--- src/rtl/time_set_entry_if.sv ---
// Button/current-time inputs and edited-time outputs of the time entry controller.
// Latency: none (signal bundle only). Backpressure: none, level signals.
interface time_set_entry_if;
    logic       btn_mode;
    logic       btn_inc;
    logic       btn_dec;
    logic [3:0] cur_hr_ones;
    logic [3:0] cur_hr_tens;
    logic [3:0] cur_min_ones;
    logic [3:0] cur_min_tens;
    logic [3:0] set_hr_ones;
    logic [3:0] set_hr_tens;
    logic [3:0] set_min_ones;
    logic [3:0] set_min_tens;
    logic       edit_active;
    logic       ishour;
    logic       commit;
    logic       blink;

    modport master (
        input  btn_mode, btn_inc, btn_dec,
        input  cur_hr_ones, cur_hr_tens, cur_min_ones, cur_min_tens,
        output set_hr_ones, set_hr_tens, set_min_ones, set_min_tens,
        output edit_active, ishour, commit, blink
    );

    modport slave (
        output btn_mode, btn_inc, btn_dec,
        output cur_hr_ones, cur_hr_tens, cur_min_ones, cur_min_tens,
        input  set_hr_ones, set_hr_tens, set_min_ones, set_min_tens,
        input  edit_active, ishour, commit, blink
    );
endinterface

--- src/rtl/time_set_entry.sv ---
// Button-driven BCD hour/minute entry FSM; auto-repeat under TIME_SET_AUTO_REPEAT_EN.
// Latency: a press acts on registered outputs after the edge that samples it.
// Backpressure: none; buttons are levels, commit is a one-cycle strobe.
module time_set_entry #(
    parameter logic [31:0] TIMEOUT_CYCLES = 32'd600000,
    parameter logic [31:0] BLINK_CYCLES   = 32'd25000,
    parameter logic [31:0] REPEAT_DELAY   = 32'd50000,
    parameter logic [31:0] REPEAT_RATE    = 32'd10000
) (
    input  logic             CLK,
    input  logic             RST,
    time_set_entry_if.master bus
);
    typedef enum logic [1:0] {IDLE, EDIT_HOUR, EDIT_MIN, COMMIT} state_t;

    state_t      state_q, state_d;
    logic [7:0]  hr_q, hr_d, min_q, min_d;
    logic        mode_q, inc_q, dec_q;
    logic [31:0] to_cnt_q, blink_cnt_q;
    logic        blink_q;
    logic        mode_p, inc_p, dec_p;
    logic        rep_up_fire, rep_dn_fire, rep_fire;
    logic        step_up, step_dn, restart, timeout, enter_edit, edit_d;
    logic        hr_ok, min_ok;

    // BCD step with wrap: up from max gives 00, down from 00 gives max.
    function automatic logic [7:0] bcd_step(input logic [7:0] v, input logic up,
                                            input logic [7:0] max);
        logic [7:0] r;
        if (up) begin
            if (v == max)               r = 8'h00;
            else if (v[3:0] == 4'd9)    r = {v[7:4] + 4'd1, 4'd0};
            else                        r = {v[7:4], v[3:0] + 4'd1};
        end else begin
            if (v == 8'h00)             r = max;
            else if (v[3:0] == 4'd0)    r = {v[7:4] - 4'd1, 4'd9};
            else                        r = {v[7:4], v[3:0] - 4'd1};
        end
        return r;
    endfunction

    assign mode_p = bus.btn_mode & ~mode_q;
    assign inc_p  = bus.btn_inc  & ~inc_q;
    assign dec_p  = bus.btn_dec  & ~dec_q;

    assign hr_ok  = ((bus.cur_hr_tens < 4'd2) && (bus.cur_hr_ones <= 4'd9)) ||
                    ((bus.cur_hr_tens == 4'd2) && (bus.cur_hr_ones <= 4'd3));
    assign min_ok = (bus.cur_min_tens <= 4'd5) && (bus.cur_min_ones <= 4'd9);

    assign rep_fire = rep_up_fire | rep_dn_fire;
    assign step_up  = (inc_p & ~dec_p) | rep_up_fire;
    assign step_dn  = (dec_p & ~inc_p) | rep_dn_fire;
    assign restart  = mode_p | inc_p | dec_p | rep_fire;
    assign timeout  = ~restart && (to_cnt_q == TIMEOUT_CYCLES - 32'd1);
    assign edit_d   = (state_d == EDIT_HOUR) || (state_d == EDIT_MIN);

    always_comb begin
        state_d    = state_q;
        hr_d       = hr_q;
        min_d      = min_q;
        enter_edit = 1'b0;
        case (state_q)
            IDLE: begin
                if (mode_p) begin
                    state_d    = EDIT_HOUR;
                    enter_edit = 1'b1;
                    hr_d       = hr_ok  ? {bus.cur_hr_tens,  bus.cur_hr_ones}  : 8'h00;
                    min_d      = min_ok ? {bus.cur_min_tens, bus.cur_min_ones} : 8'h00;
                end
            end
            EDIT_HOUR: begin
                if (mode_p) begin
                    state_d    = EDIT_MIN;
                    enter_edit = 1'b1;
                end else if (step_up || step_dn) begin
                    hr_d = bcd_step(hr_q, step_up, 8'h23);
                end else if (timeout) begin
                    state_d = IDLE;
                end
            end
            EDIT_MIN: begin
                if (mode_p) begin
                    state_d = COMMIT;
                end else if (step_up || step_dn) begin
                    min_d = bcd_step(min_q, step_up, 8'h59);
                end else if (timeout) begin
                    state_d = IDLE;
                end
            end
            default: state_d = IDLE;
        endcase
    end

    always_ff @(posedge CLK) begin
        if (RST) begin
            state_q     <= IDLE;
            hr_q        <= 8'h00;
            min_q       <= 8'h00;
            mode_q      <= 1'b1;
            inc_q       <= 1'b1;
            dec_q       <= 1'b1;
            to_cnt_q    <= 32'd0;
            blink_cnt_q <= 32'd0;
            blink_q     <= 1'b0;
        end else begin
            state_q <= state_d;
            hr_q    <= hr_d;
            min_q   <= min_d;
            mode_q  <= bus.btn_mode;
            inc_q   <= bus.btn_inc;
            dec_q   <= bus.btn_dec;
            if (!edit_d || enter_edit || restart) to_cnt_q <= 32'd0;
            else                                  to_cnt_q <= to_cnt_q + 32'd1;
            if (!edit_d) begin
                blink_cnt_q <= 32'd0;
                blink_q     <= 1'b0;
            end else if (enter_edit) begin
                blink_cnt_q <= 32'd0;
            end else if (blink_cnt_q == BLINK_CYCLES - 32'd1) begin
                blink_cnt_q <= 32'd0;
                blink_q     <= ~blink_q;
            end else begin
                blink_cnt_q <= blink_cnt_q + 32'd1;
            end
        end
    end

`ifdef TIME_SET_AUTO_REPEAT_EN
    logic        rep_on_q, rep_up_q, rep_first_q;
    logic [31:0] rep_cnt_q;
    logic        held_alone, rep_due;

    // Repeat only continues while the arming button stays high and the other stays low.
    assign held_alone = rep_up_q ? (bus.btn_inc & ~bus.btn_dec) : (bus.btn_dec & ~bus.btn_inc);
    assign rep_due    = rep_cnt_q == ((rep_first_q ? REPEAT_DELAY : REPEAT_RATE) - 32'd1);
    assign rep_up_fire = rep_on_q & held_alone & rep_due & ~(mode_p | inc_p | dec_p) &
                         rep_up_q & ((state_q == EDIT_HOUR) || (state_q == EDIT_MIN));
    assign rep_dn_fire = rep_on_q & held_alone & rep_due & ~(mode_p | inc_p | dec_p) &
                         ~rep_up_q & ((state_q == EDIT_HOUR) || (state_q == EDIT_MIN));

    always_ff @(posedge CLK) begin
        if (RST) begin
            rep_on_q    <= 1'b0;
            rep_up_q    <= 1'b0;
            rep_first_q <= 1'b0;
            rep_cnt_q   <= 32'd0;
        end else if (!edit_d || mode_p || (inc_p && dec_p)) begin
            rep_on_q  <= 1'b0;
            rep_cnt_q <= 32'd0;
        end else if (inc_p || dec_p) begin
            rep_on_q    <= 1'b1;
            rep_up_q    <= inc_p;
            rep_first_q <= 1'b1;
            rep_cnt_q   <= 32'd0;
        end else if (!held_alone) begin
            rep_on_q  <= 1'b0;
            rep_cnt_q <= 32'd0;
        end else if (rep_fire) begin
            rep_first_q <= 1'b0;
            rep_cnt_q   <= 32'd0;
        end else if (rep_on_q) begin
            rep_cnt_q <= rep_cnt_q + 32'd1;
        end
    end
`else
    localparam logic unused_repeat_cfg = ^{REPEAT_DELAY, REPEAT_RATE};
    assign rep_up_fire = 1'b0;
    assign rep_dn_fire = 1'b0;
`endif

    assign bus.set_hr_tens  = hr_q[7:4];
    assign bus.set_hr_ones  = hr_q[3:0];
    assign bus.set_min_tens = min_q[7:4];
    assign bus.set_min_ones = min_q[3:0];
    assign bus.edit_active  = (state_q == EDIT_HOUR) || (state_q == EDIT_MIN);
    assign bus.ishour       = state_q == EDIT_HOUR;
    assign bus.commit       = state_q == COMMIT;
    assign bus.blink        = blink_q;
endmodule

--- src/flat_wrapper.sv ---
// flat-port wrapper written by rule: the top's interface ports become plain ports
module time_set_entry_flat 
#(
    parameter logic [31:0] TIMEOUT_CYCLES = 32'd600000,
    parameter logic [31:0] BLINK_CYCLES   = 32'd25000,
    parameter logic [31:0] REPEAT_DELAY   = 32'd50000,
    parameter logic [31:0] REPEAT_RATE    = 32'd10000
)
  (CLK, RST, bus_btn_mode, bus_btn_inc, bus_btn_dec, bus_cur_hr_ones, bus_cur_hr_tens, bus_cur_min_ones, bus_cur_min_tens, bus_set_hr_ones, bus_set_hr_tens, bus_set_min_ones, bus_set_min_tens, bus_edit_active, bus_ishour, bus_commit, bus_blink);
  time_set_entry_if bus_i ();
  input  logic CLK;
  input  logic RST;
  input wire logic [$bits(bus_i.btn_mode)-1:0] bus_btn_mode;
  input wire logic [$bits(bus_i.btn_inc)-1:0] bus_btn_inc;
  input wire logic [$bits(bus_i.btn_dec)-1:0] bus_btn_dec;
  input wire logic [$bits(bus_i.cur_hr_ones)-1:0] bus_cur_hr_ones;
  input wire logic [$bits(bus_i.cur_hr_tens)-1:0] bus_cur_hr_tens;
  input wire logic [$bits(bus_i.cur_min_ones)-1:0] bus_cur_min_ones;
  input wire logic [$bits(bus_i.cur_min_tens)-1:0] bus_cur_min_tens;
  output wire logic [$bits(bus_i.set_hr_ones)-1:0] bus_set_hr_ones;
  output wire logic [$bits(bus_i.set_hr_tens)-1:0] bus_set_hr_tens;
  output wire logic [$bits(bus_i.set_min_ones)-1:0] bus_set_min_ones;
  output wire logic [$bits(bus_i.set_min_tens)-1:0] bus_set_min_tens;
  output wire logic [$bits(bus_i.edit_active)-1:0] bus_edit_active;
  output wire logic [$bits(bus_i.ishour)-1:0] bus_ishour;
  output wire logic [$bits(bus_i.commit)-1:0] bus_commit;
  output wire logic [$bits(bus_i.blink)-1:0] bus_blink;
  assign bus_i.btn_mode = bus_btn_mode;
  assign bus_i.btn_inc = bus_btn_inc;
  assign bus_i.btn_dec = bus_btn_dec;
  assign bus_i.cur_hr_ones = bus_cur_hr_ones;
  assign bus_i.cur_hr_tens = bus_cur_hr_tens;
  assign bus_i.cur_min_ones = bus_cur_min_ones;
  assign bus_i.cur_min_tens = bus_cur_min_tens;
  assign bus_set_hr_ones = bus_i.set_hr_ones;
  assign bus_set_hr_tens = bus_i.set_hr_tens;
  assign bus_set_min_ones = bus_i.set_min_ones;
  assign bus_set_min_tens = bus_i.set_min_tens;
  assign bus_edit_active = bus_i.edit_active;
  assign bus_ishour = bus_i.ishour;
  assign bus_commit = bus_i.commit;
  assign bus_blink = bus_i.blink;
  time_set_entry #(.TIMEOUT_CYCLES(TIMEOUT_CYCLES), .BLINK_CYCLES(BLINK_CYCLES), .REPEAT_DELAY(REPEAT_DELAY), .REPEAT_RATE(REPEAT_RATE)) u_core (.CLK(CLK), .RST(RST), .bus(bus_i));
endmodule
--- config.mk ---
export PLATFORM = sky130hd
export DESIGN_NAME = time_set_entry_flat
export DESIGN_NICKNAME = d
export VERILOG_FILES = /design/src/rtl/time_set_entry_if.sv /design/src/rtl/time_set_entry.sv /design/src/flat_wrapper.sv
export SDC_FILE = /design/constraint.sdc
export NUM_CORES = 1
export LEC_CHECK = 0
export CAP_MARGIN = 25
export CORE_MARGIN = 2
export CORE_UTILIZATION = 50
export DETAILED_ROUTE_END_ITERATION = 12
export GPL_ROUTABILITY_DRIVEN = 1
export MAX_ROUTING_LAYER = met4
export PLACE_DENSITY = 0.71
export SYNTH_ARGS = -nofsm -noshare
export SYNTH_HDL_FRONTEND = slang
export SYNTH_SLANG_ARGS = --single-unit
--- constraint.sdc ---
create_clock -name CLK -period 2.8 [get_ports CLK]
set_clock_uncertainty 0.05 [all_clocks]
set_input_delay 0.42 -clock CLK [delete_from_list [all_inputs] [get_ports CLK]]
set_output_delay 0.42 -clock CLK [all_outputs]
set_load 0.005 [all_outputs]
==> results of run 1 <==
final cells by class:
cell class              count  area share (%)
well taps                 129           2.874
clock inverters             7           1.381
inverters                  28           1.872
multi-input cells         444           50.76
clock buffers               9           2.206
repair buffers             60           10.25
flip-flops and latches     86           30.66
cell families (layout without fill, tap and decap cells):
logic type | Yosys count | count (layout) | share of synthesized area [%]
compound gates | 88 | 88 | 13.26
xor+xnor | 57 | 57 | 10.45
fa+ha+maj | 20 | 20 | 5.240
buf+inv | 47 | 104 | 4.270
flops | 86 | 86 | 36.05
mux | 4 | 4 | 0.8384
simple gates | 275 | 275 | 29.89
sequential cells by signal, indices dropped and copies added, names as in the netlist:
signal and count:
u_core.blink_cnt_q 32, u_core.to_cnt_q 32, u_core.hr_q 8, u_core.min_q 8, u_core.state_q 2, u_core.bus.blink 1, u_core.dec_q 1, u_core.inc_q 1
u_core.mode_q 1
where the power goes:
part / leakage, nW / total, W / switching, W / internal [W]
Sequential: 0.695 / 0.00127 / 0.0000271 / 0.00124
Clock: 0.106 / 0.000898 / 0.000472 / 0.000425
Combinational: 1.12 / 0.000282 / 0.000141 / 0.000141
cell usage in the layout (no fill, tap or decap), types with 20 or more instances in the layout:
master / instances
dfxtp_1: 86
xor2_1: 37
nor2_1: 95
xnor2_1: 20
nand3_1: 35
nand4_1: 23
ha_1: 20
inv_1: 28
clkdlybuf4s50_1: 40
nand2_1: 34
final timing paths:
check	from	endpoint	depth (start not counted)
max	bus_btn_inc	u_core.state_q[0]	8
min	u_core.blink_cnt_q[0]	u_core.blink_cnt_q[0]	1
max reg2reg	u_core.dec_q	u_core.state_q[0]	7
min reg2reg	u_core.blink_cnt_q[0]	u_core.blink_cnt_q[0]	1
per-stage QoR:
stage          instances  utilization (%)  setup slack (ps)  hold slack (ps)  TNS (ps)
2_1_floorplan        577                -             460.5            367.5         0
3_3_place_gp         747            58.59            -70.65            374.1     -2726
3_5_place_dp         747            58.59            -115.5            396.0     -4503
4_1_cts              763            60.77             246.3            418.9         0
5_1_grt              763            60.77             96.30            456.0         0
6_report             763            60.77             231.9            414.6         0
metal layers:
metal,GRT usage (%),up-vias,wire [um],share of wire [%]
met2,35.07,85,4878,47
met4,4.470,0,38,0.37
met1,28.61,2005,5069,49
met3,5.314,4,359,3.5
met5,-,-,0,0
li1,-,2171,-,-
==> run_results.csv, run 1 <==
group,metric,value,unit
status,status,"complete, no violations",
power,p_leak,1.917,nW
clocking,postCtsSetupBuffers,0,
logic_synthesis,syn_area_per_cell,8.277,sq um
sta,finalHoldViolCount,0,
logic_synthesis,synth_largest_area_cell,"dfxtp_1",
logic_synthesis,synth_cells,577,
global_routing,grt_pass1_vias,3999,
routing,first_pass_iters,5,
clocking,cts_sinks,86,
logic_synthesis,synth_common_cells,"nor2_1, dfxtp_1, xor2_1",
global_routing,gr-total-overflow,0,
critical_path,crit_path_max_fanout,3,
logic_synthesis,syn_area,0.004776,sq mm
critical_path,path_class,"in2reg",
placed_design,gp_congestion,0.8070,
critical_path,end_kind,"flop",
logic_synthesis,synthArstFlopShare,0,%
logic_synthesis,synth-edff-count,0,
sta,tightestPinTransition,628.0,ps
power,ir_drop,0.3114,mV
finish,layout.nets,670,
finish,seqCellArea,0.001722,sq mm
routing,route.detailed.wl_per_inst,13.56,um
routing,routed-via-count,4265,
floorplan,ioPinCount,41,
logic_synthesis,synthesis.nets,618,
sta,maxSlewViolCount,0,
clocking,tritoncts,"done",
clocking,clk_pin_slew,100,ps
clocking,clk_latency,350,ps
finish,nFillCells,855,
sta,final-setup-viol-count,0,
global_routing,antenna_found_initial,0,
critical_path,crit_buf_inv,1,
global_routing,grt_first_pass_wirelength,18.20,mm
logic_synthesis,synth.most_common_cell,"nor2_1",
critical_path,cp_top_family,"simple AND/OR/NAND/NOR gates",
logic_synthesis,synth_area_leaders,"dfxtp_1, nor2_1, xor2_1",
placed_design,placed_area,0.005414,sq mm
floorplan,die_y,101.7,um
logic_synthesis,synthFlopType,"dfxtp_1",
logic_synthesis,synthDominantCellAreaShare,36.05,%
critical_path,slowest_stage,"or4_4",
sta,max_freq,389.4,MHz
global_routing,grt_usage,22.05,%
logic_synthesis,seq_area_frac_synth,36.05,%
power,finalPower,0.002446,W
clocking,cts_buffers,9,
sta,rsz0062_at_grt,"false",
finish,multi_input_area,0.002850,sq mm
routing,routed_via_density,5.590,
finish,antenna_cells,0,
floorplan,die_w,101.7,um
critical_path,ff2ff_setup_slack,440,ps
sta,fin_crit_sh,91.72,%
logic_synthesis,synth_cell_types,63,
clocking,cts_resized,0,
floorplan,rows,35,
floorplan,start_util,51.69,%
job,drv_cap,0,
floorplan,dieArea,0.01035,sq mm
finish,finish.instance_area,0.005615,sq mm
finish,area_growth,17.58,%
clocking,cts-root-buf,"clkbuf_8",
critical_path,cp.arrival,2740,ps
critical_path,crit_chain,"clkdlybuf4s50_1 -> nor2b_1 -> ha_1 -> nor4b_1 -> nand4_1 -> or4_4 -> o21ai_0 -> a211oi_1",
placed_design,numPortBuffers,40,
floorplan,core_area,0.009240,sq mm
routing,drt_iter0_drc,157,
routing,drc,0,
critical_path,critPathLaunchType,"primary input",
finish,drive_above_1_share,8.202,%
hold_path,hold_class,"reg2reg",
clocking,cts_buffer_depth,2,
critical_path,cpPeakStageDelay,560,ps
routing,wl,10.34,mm
sta,min_period,2568,ps
global_routing,grt_max_degree,33,
logic_synthesis,yosys_warnings,0,
placed_design,place_hpwl,7.539,mm
clocking,htreeDepth,3,
routing,ant_nets,0,
sta,slew_headroom,58.04,%
power,cellPowerDensity,435.5,mW/mm^2
clocking,cts_hold_buf,0,
critical_path,worstPathRequired,2970,ps
logic_synthesis,ys_ff_latch,86,
No activity file was read; power rests on OpenSTA's default activity.
==> inputs of run 2 (changes only) <==
==> constraint.sdc (replaced) <==
create_clock -name CLK -period 2.8 [get_ports CLK]
set_clock_uncertainty 0.05 [all_clocks]
set_input_delay 0.42 -clock CLK [delete_from_list [all_inputs] [get_ports CLK]]
set_output_delay 0.42 -clock CLK [all_outputs]
set_load 0.1 [all_outputs]
==> run 2 against run 1 <==
Against the previous run:
- via count is 1.1% lower
- first-iteration DRC count is 17% higher
- global-route usage up 0.31 points
- die area stayed put
- clock power barely moved
- power rose by 3.5%
- largest cell class unchanged
- largest power group unchanged
- combinational power grew 30%
==> run_results.csv, run 2 (synthesis results as in run 1) <==
group,metric,value,unit
sta,max_freq,394.9,MHz
clocking,cts_hold_buf,0,
sta,finalHoldViolCount,0,
clocking,cts_buffers,9,
critical_path,cpPeakStageDelay,550,ps
global_routing,grt_first_pass_wirelength,18.17,mm
finish,antenna_cells,0,
sta,rsz0062_at_grt,"false",
clocking,clk_latency,360,ps
routing,ant_nets,0,
critical_path,slowest_stage,"or4_4",
global_routing,grt_pass1_vias,3976,
floorplan,die_y,101.7,um
job,drv_cap,0,
routing,drt_iter0_drc,183,
critical_path,worstPathRequired,3010,ps
hold_path,hold_class,"reg2reg",
finish,mostFrequentLayoutCells,"nor2_1, dfxtp_1, buf_4, xor2_1, nand3_1",
finish,nFillCells,817,
floorplan,ioPinCount,41,
routing,first_pass_iters,4,
sta,tns,0,ps
finish,layout_commonest_cell,"nor2_1",
placed_design,place_hpwl,7.459,mm
critical_path,path_class,"in2reg",
clocking,clk_pin_slew,90,ps
routing,wl,10.28,mm
critical_path,crit_path_max_fanout,32,
routing,route.detailed.wl_per_inst,13.47,um
placed_design,gp_congestion,0.8249,
clocking,postCtsSetupBuffers,0,
finish,layout.nets,670,
critical_path,critPathLaunchType,"primary input",
clocking,cts-root-buf,"clkbuf_8",
power,p_leak,1.946,nW
floorplan,start_util,51.69,%
global_routing,antenna_found_initial,0,
sta,min_period,2533,ps
sta,fin_crit_sh,90.45,%
routing,routed_via_density,5.531,
sta,tightestPinTransition,555.4,ps
floorplan,die_w,101.7,um
power,cellPowerDensity,454.5,mW/mm^2
status,status,"complete, no violations",
floorplan,core_area,0.009240,sq mm
clocking,cts_resized,0,
finish,final_util,60.30,%
critical_path,cp_top_family,"simple AND/OR/NAND/NOR gates",
critical_path,end_kind,"flop",
sta,final-setup-viol-count,0,
clocking,tritoncts,"done",
critical_path,cp.arrival,2740,ps
global_routing,grt_max_degree,33,
power,ir_drop,0.3010,mV
global_routing,gr-total-overflow,0,
finish,drive_above_1_share,11.36,%
sta,slew_headroom,62.63,%
sta,maxSlewViolCount,0,
clocking,htreeDepth,3,
clocking,cts_sinks,86,
critical_path,crit_chain,"clkdlybuf4s50_1 -> nor2b_1 -> ha_1 -> nor4b_1 -> nand4_1 -> or4_4 -> o211ai_2 -> buf_12 -> nor2_1",
finish,top_regs,"u_core.blink_cnt_q x32, u_core.to_cnt_q x32",
global_routing,grt_usage,22.36,%
finish,area_growth,16.66,%
routing,drc,0,
placed_design,numPortBuffers,40,
floorplan,rows,35,
critical_path,crit_buf_inv,2,
clocking,cts_buffer_depth,2,
floorplan,dieArea,0.01035,sq mm
routing,routed-via-count,4220,
run 2: worst paths after layout:
kind	depth (start not counted)	startpoint	slack (ps)	end
setup / recovery	9	bus_btn_inc	270	u_core.blink_cnt_q[19]
hold reg to reg	1	u_core.blink_cnt_q[0]	420	u_core.blink_cnt_q[0]
hold / removal	1	u_core.blink_cnt_q[0]	420	u_core.blink_cnt_q[0]
setup reg to reg	8	u_core.dec_q	430	u_core.blink_cnt_q[19]
run 2: worst register-to-register path, delay by kind of cell, from the launching register on:
kind	cells	cell delay [ps]
flops	1	300
fa+ha+maj	1	310
simple gates	5	1200
compound gates	1	200
buf+inv	1	200
run 2: cell type report:
cell class	instances	area [sq um]	area share (%)
multi-input combinational	444	2850	51.16
sequential	86	1722	30.90
timing repair buffer	60	525.5	9.432
tap	129	161.4	2.897
clock buffer	10	137.6	2.470
inverter	28	105.1	1.886
clock inverter	6	70.07	1.258
run 2: stage by stage:
stage | worst slack, ps | instance area, sq um | std cells | power, W | hold WS, ps
after global routing | 149.3 | 5572 | 763 | 0.002655 | 450.5
after global placement | -71.75 | 5364 | 747 | 0.001654 | 374.7
after detailed placement | -97.06 | 5364 | 747 | 0.001660 | 404.1
after floorplan | 106.9 | 4776 | 577 | 0.001551 | 367.5
final | 267.5 | 5572 | 763 | 0.002532 | 416.7
after CTS | 280.5 | 5572 | 763 | 0.002570 | 417.8
run 2: routing by layer:
| layer | GRT usage (%) | part of all wire [%] | vias up |
|---|---|---|---|
| met4 | 6.029 | 1.1 | 0 |
| met2 | 35.58 | 46 | 61 |
| met5 | - | 0 | - |
| li1 | - | - | 2170 |
| met1 | 28.90 | 49 | 1982 |
| met3 | 4.555 | 3.4 | 7 |
run 2: report_power, final:
part / switching, W / leakage, nW / internal, W
Clock: 0.000460 / 0.0951 / 0.000441
Combinational: 0.000229 / 1.16 / 0.000137
Sequential: 0.0000274 / 0.695 / 0.00124
Total: 0.000716 / 1.95 / 0.00182
